### config.mk
export PLATFORM = sky130hd
export DESIGN_NAME = count_bit_seq
export DESIGN_NICKNAME = d
export VERILOG_FILES = /design/src/rtl/count_bit_seq.sv
export SDC_FILE = /design/constraint.sdc
export NUM_CORES = 1
export LEC_CHECK = 0
export CELL_PAD_IN_SITES_DETAIL_PLACEMENT = 0
export CELL_PAD_IN_SITES_GLOBAL_PLACEMENT = 1
export CORE_MARGIN = 2
export CORE_UTILIZATION = 31
export CTS_CLUSTER_SIZE = 12
export DETAILED_ROUTE_END_ITERATION = 8
export PLACE_DENSITY = 0.86
export SLEW_MARGIN = 30
export SYNTH_ARGS = -nofsm -noshare
export SYNTH_HDL_FRONTEND = slang
export SYNTH_SLANG_ARGS = --single-unit
### constraint.sdc
create_clock -name clk -period 5.1 [get_ports clk]
set_input_delay 0.51 -clock clk [delete_from_list [all_inputs] [get_ports clk]]
set_output_delay 0.51 -clock clk [all_outputs]
set_load 0.1 [all_outputs]
### src/rtl/count_bit_seq.sv
// Round-robin, two-requester CLZ/CLO sequencer: scans one 8-bit slice per cycle, MSB first.
// Define COUNT_BIT_SEQ_EARLY_EXIT_EN to stop at the first slice that is not all bit_val.
module count_bit_seq (
  input  logic        clk,
  input  logic        rst_n,
  input  logic        flush,
  input  logic        req0_valid,
  output logic        req0_ready,
  input  logic        req0_bit_val,
  input  logic [31:0] req0_val,
  input  logic        req1_valid,
  output logic        req1_ready,
  input  logic        req1_bit_val,
  input  logic [31:0] req1_val,
  output logic        resp_valid,
  input  logic        resp_ready,
  output logic        resp_id,
  output logic [31:0] resp_count,
  output logic        busy
);

  typedef enum logic [1:0] {IDLE, SCAN, DONE} state_t;

  state_t      state;
  logic [31:0] operand;
  logic        bit_val;
  logic        id;
  logic        last_grant;
  logic [1:0]  idx;
  logic [5:0]  acc;
`ifndef COUNT_BIT_SEQ_EARLY_EXIT_EN
  logic        stop;
`endif

  logic        accept_ok;
  logic        grant;
  logic        hs;
  logic [7:0]  slice;
  logic [3:0]  c;
  logic        run;

  assign accept_ok = (state == IDLE) && !flush && rst_n;

  always_comb begin
    grant = 1'b0;
    if (req0_valid && req1_valid) grant = ~last_grant;
    else if (req1_valid)          grant = 1'b1;
  end

  assign req0_ready = accept_ok && req0_valid && !grant;
  assign req1_ready = accept_ok && req1_valid && grant;
  assign hs         = req0_ready || req1_ready;

  assign slice = operand[{idx, 3'b000} +: 8];

  // Run length of bit_val from the slice MSB downward.
  always_comb begin
    c   = '0;
    run = 1'b1;
    for (int unsigned i = 0; i < 8; i++) begin
      if (run && (slice[3'(7 - i)] == bit_val)) c = c + 4'd1;
      else                                       run = 1'b0;
    end
  end

  always_ff @(posedge clk or negedge rst_n) begin
    if (!rst_n) begin
      state      <= IDLE;
      operand    <= '0;
      bit_val    <= 1'b0;
      id         <= 1'b0;
      last_grant <= 1'b1;
      idx        <= '0;
      acc        <= '0;
`ifndef COUNT_BIT_SEQ_EARLY_EXIT_EN
      stop       <= 1'b0;
`endif
    end else if (flush) begin
      state <= IDLE;
      acc   <= '0;
      idx   <= '0;
`ifndef COUNT_BIT_SEQ_EARLY_EXIT_EN
      stop  <= 1'b0;
`endif
    end else begin
      case (state)
        IDLE: begin
          if (hs) begin
            operand    <= grant ? req1_val : req0_val;
            bit_val    <= grant ? req1_bit_val : req0_bit_val;
            id         <= grant;
            last_grant <= grant;
            idx        <= 2'd3;
            acc        <= '0;
`ifndef COUNT_BIT_SEQ_EARLY_EXIT_EN
            stop       <= 1'b0;
`endif
            state      <= SCAN;
          end
        end
        SCAN: begin
`ifdef COUNT_BIT_SEQ_EARLY_EXIT_EN
          acc <= acc + {2'b00, c};
          if (c != 4'd8 || idx == 2'd0) state <= DONE;
          else                          idx   <= idx - 2'd1;
`else
          // Fixed latency: keep walking slices, but freeze acc once a run has ended.
          if (!stop)      acc  <= acc + {2'b00, c};
          if (c != 4'd8)  stop <= 1'b1;
          if (idx == 2'd0) state <= DONE;
          else             idx   <= idx - 2'd1;
`endif
        end
        DONE: begin
          if (resp_ready) state <= IDLE;
        end
        default: state <= IDLE;
      endcase
    end
  end

  assign resp_valid = (state == DONE);
  assign resp_id    = id;
  assign resp_count = {26'b0, acc};
  assign busy       = (state != IDLE);

endmodule

==> qor.csv <==
stage,metric,value,unit
layout,Fill cells,1041,
layout,most frequent cells in the layout,"81 x clkdlybuf4s50_1, 51 x nand2_1, 44 x dfrtp_1, 41 x o21ai_0, 33 x mux2i_1",
route,DR WL/cell,13.26,um
logic_synthesis,post-synth cell types,54,
timing,hold slack,304.1,ps
route,initial drt markers,178,
clock_tree,Clk Tree Root Cell,clkbuf_8,
timing,final slew viol count,0,
layout,layout cells sized above 1,16.74,%
hold_path,Hold/Removal Path Class,input port to async pin,
power_and_ir_drop,peak supply drop,0.0001790,V
layout,"commonest non-fill, non-tap cell in the layout",clkdlybuf4s50_1,
clock_tree,CTS Buf Count,5,
timing,Final Cycle Share,99.74,%
outcome,outcome,finished clean,
route,Pre-Repair DR Iteration Count,6,
global_routing,Total GRT Usage,14.31,%
placement,dpl cell area,0.004419,sq mm
global_routing,largest net degree at the start of global routing,71,
clock_tree,Sink Count,46,
clock_tree,CTS tree,yes,
logic_synthesis,Post-synth ARST share,100.0,%
critical_path,Setup crit end kind,flip-flop,
critical_path,CP max stage delay,550,ps
power_and_ir_drop,Leak,0.002057,uW
floorplan,overall die height,108.8,um
critical_path,CP most frequent cell,o21a_1,
layout,NumNets Final,561,
logic_synthesis,synthesized area,0.003403,sq mm
clock_tree,H-tree levels,2,
logic_synthesis,average cell area after synthesis,9.075,sq um
logic_synthesis,"Top FF cell, synth",dfrtp_1,
placement,Port Buffers,82,
clock_tree,CTS max path bufs,2,
timing,setup TNS,0,ps
critical_path,required time of the critical path,5280,ps
critical_path,Worst path top cell family by delay,compound AO/OA/AOI/OAI gates,
timing,fmax,196.6,MHz
power_and_ir_drop,Power Density,409.0,mW/mm^2
floorplan,Core Area,0.01079,sq mm
global_routing,first-pass GRT wire length,13640,um
timing,Final Hold Viols,0,
global_routing,GRT overflow,0,
floorplan,full die area,0.01183,sq mm
timing,setup ws final,13.37,ps
floorplan,die width,108.8,um
layout,ant diodes,0,
route,Final ANT Viol Nets,0,
timing,Worst-Margin Slew,978.5,ps
critical_path,Buf/Inv on CP,0,
logic_synthesis,"Seq/Total Area, Yosys",33.86,%
layout,Layout area overhead,38.24,%
critical_path,worst path arrival time,5270,ps
critical_path,kind of critical path,flip-flop to flip-flop,
route,via/cell ratio,4.824,
placement,Placer Congestion,0.8474,
timing,Slew HR,34.56,%
timing,endpoints failing setup,0,
run,max-cap violation count,0,
layout,Final Instance Area,0.004705,sq mm
critical_path,Worst Setup Start Kind,flip-flop,
clock_tree,"CTS clk-pin slew, worst paths",100,ps
logic_synthesis,Synth Warn #,0,
global_routing,vias in the first global route,2939,
logic_synthesis,Post-synth EDFFs,0,
floorplan,I/O pins,109,
global_routing,initial antenna violation count,0,
critical_path,CP max FO,4,
layout,Storage cell area,0.001154,sq mm
logic_synthesis,Syn Inst Count,375,
floorplan,Starting Density,31.53,%
route,final wirelength,8193,um
placement,dpl ws,-202.7,ps
floorplan,cell row count,38,
layout,area occupied by multi-input gates,0.002155,sq mm
timing,clock skew,14.94,ps
timing,RSZ-0062 raised after global routing,true,
route,Remaining DRCs,0,
critical_path,"Slowest-stage cell, CP",mux4_2,
clock_tree,Worst-Skew Late Latency,300,ps
critical_path,worst-path cell chain,mux4_2 -> or3_4 -> nand2_4 -> ha_4 -> o21a_1 -> a21boi_1 -> a41o_1 -> o21a_1 -> ha_4 -> mux2i_2 -> a21oi_1 -> o21ai_1 -> o21ai_1 -> ha_2 -> o21a_1 -> and4b_1 -> nor4_2 -> nand2b_4 -> ha_4 -> nor2b_4 -> o21a_1 -> o21ai_2 -> xor2_1 -> nor3_1,
route,via count,2981,
timing,post-route minimum period,5087,ps
placement,dpl hpwl,6546,um
logic_synthesis,synthesized flop and latch total,46,
flip-flops by register name (all words and copies together), names as in the netlist:
signal	cells
last_grant	1
acc	6
stop	1
idx	2
resp_id	1
state	2
bit_val	1
operand	32
cells by family (layout without fill, tap and decap cells):
| family | Yosys count | after routing | share of synthesized area [%] |
|---|---|---|---|
| buffers and inverters | 58 | 136 | 9.742 |
| adders and majority gates | 12 | 12 | 4.632 |
| xor gates and xnor gates | 7 | 7 | 2.243 |
| and+or+nand+nor | 118 | 118 | 16.47 |
| other | 1 | 26 | 0.1102 |
| DFF | 46 | 46 | 33.86 |
| muxes | 44 | 44 | 16.40 |
| AOI/OAI and AO/OA | 89 | 89 | 16.54 |
final timing paths:
kind	startpoint	endpoint	slack [ps]	cells past startpoint
worst max register to register	idx[0]	acc[4]	10	24
min in group clk	operand[25]	operand[25]	480	2
worst min-delay path	rst_n	acc[0]	300	2
max in group asynchronous	rst_n	idx[0]	4370	2
worst max-delay path	idx[0]	acc[4]	10	24
worst min register to register	operand[25]	operand[25]	480	2
area by class of cell:
cell class                      count  area share (%)
Multi-Input combinational cell    296           45.80
Sequential cell                    46           24.52
Timing Repair Buffer              113           22.45
Tap cell                          140           3.723
Clock buffer                        5           1.463
Inverter                           15           1.197
Clock inverter                      3          0.8511
synthesized netlist by cell type, drive strengths merged, types with 9 or more instances:
| cell | n | area, sq um |
|---|---|---|
| inv | 15 | 56.30 |
| ha | 11 | 137.6 |
| o21ai | 46 | 230.2 |
| mux2i | 34 | 340.3 |
| dfrtp | 45 | 1126 |
| nand3 | 9 | 45.04 |
| mux4 | 9 | 206.5 |
| buf | 29 | 222.7 |
| a21oi | 9 | 56.31 |
| clkbuf | 14 | 52.55 |
| nor2 | 21 | 78.83 |
| nand2 | 52 | 195.2 |
layer usage:
metal  wire length, um  track usage (%)
met5                 0                0
met4                63            3.022
met3               268            1.793
met2              4101            25.40
met1              3760            18.66
power breakdown:
group	total [uW]	switching (uW)	leakage [uW]	internal, uW
registers	504	57.8	0.000582	446
logic	1150	630	0.00142	520
clock network	270	126	0.0000579	144
total	1920	813	0.00206	1110
worst reg2reg max path, delay by kind of cell (launching register included):
kind / cells / cell delay (ps)
AOI/OAI and AO/OA: 10 / 1520
xor gates and xnor gates: 1 / 170
adders and majority gates: 4 / 800
DFF: 1 / 420
muxes: 2 / 720
and+or+nand+nor: 7 / 1340
per-stage QoR:
step | power (uW) | utilization [%] | std cells
2_1_floorplan | 1231 | - | 400
3_3_place_gp | 1513 | 40.95 | 602
3_5_place_dp | 1535 | 40.95 | 602
4_1_cts | 1871 | 42.97 | 615
5_1_grt | 2070 | 43.59 | 618
6_report | 1924 | 43.59 | 618
what timing repair did:
action / 4_1_cts / 5_1_grt
pin swaps: 9 / 12
setup endpoints to repair: 4 / 4
setup buffers: 5 / 3
hold buffers: 0 / 0
resized for setup: 17 / 8
Power figures use the tool's default switching activity.
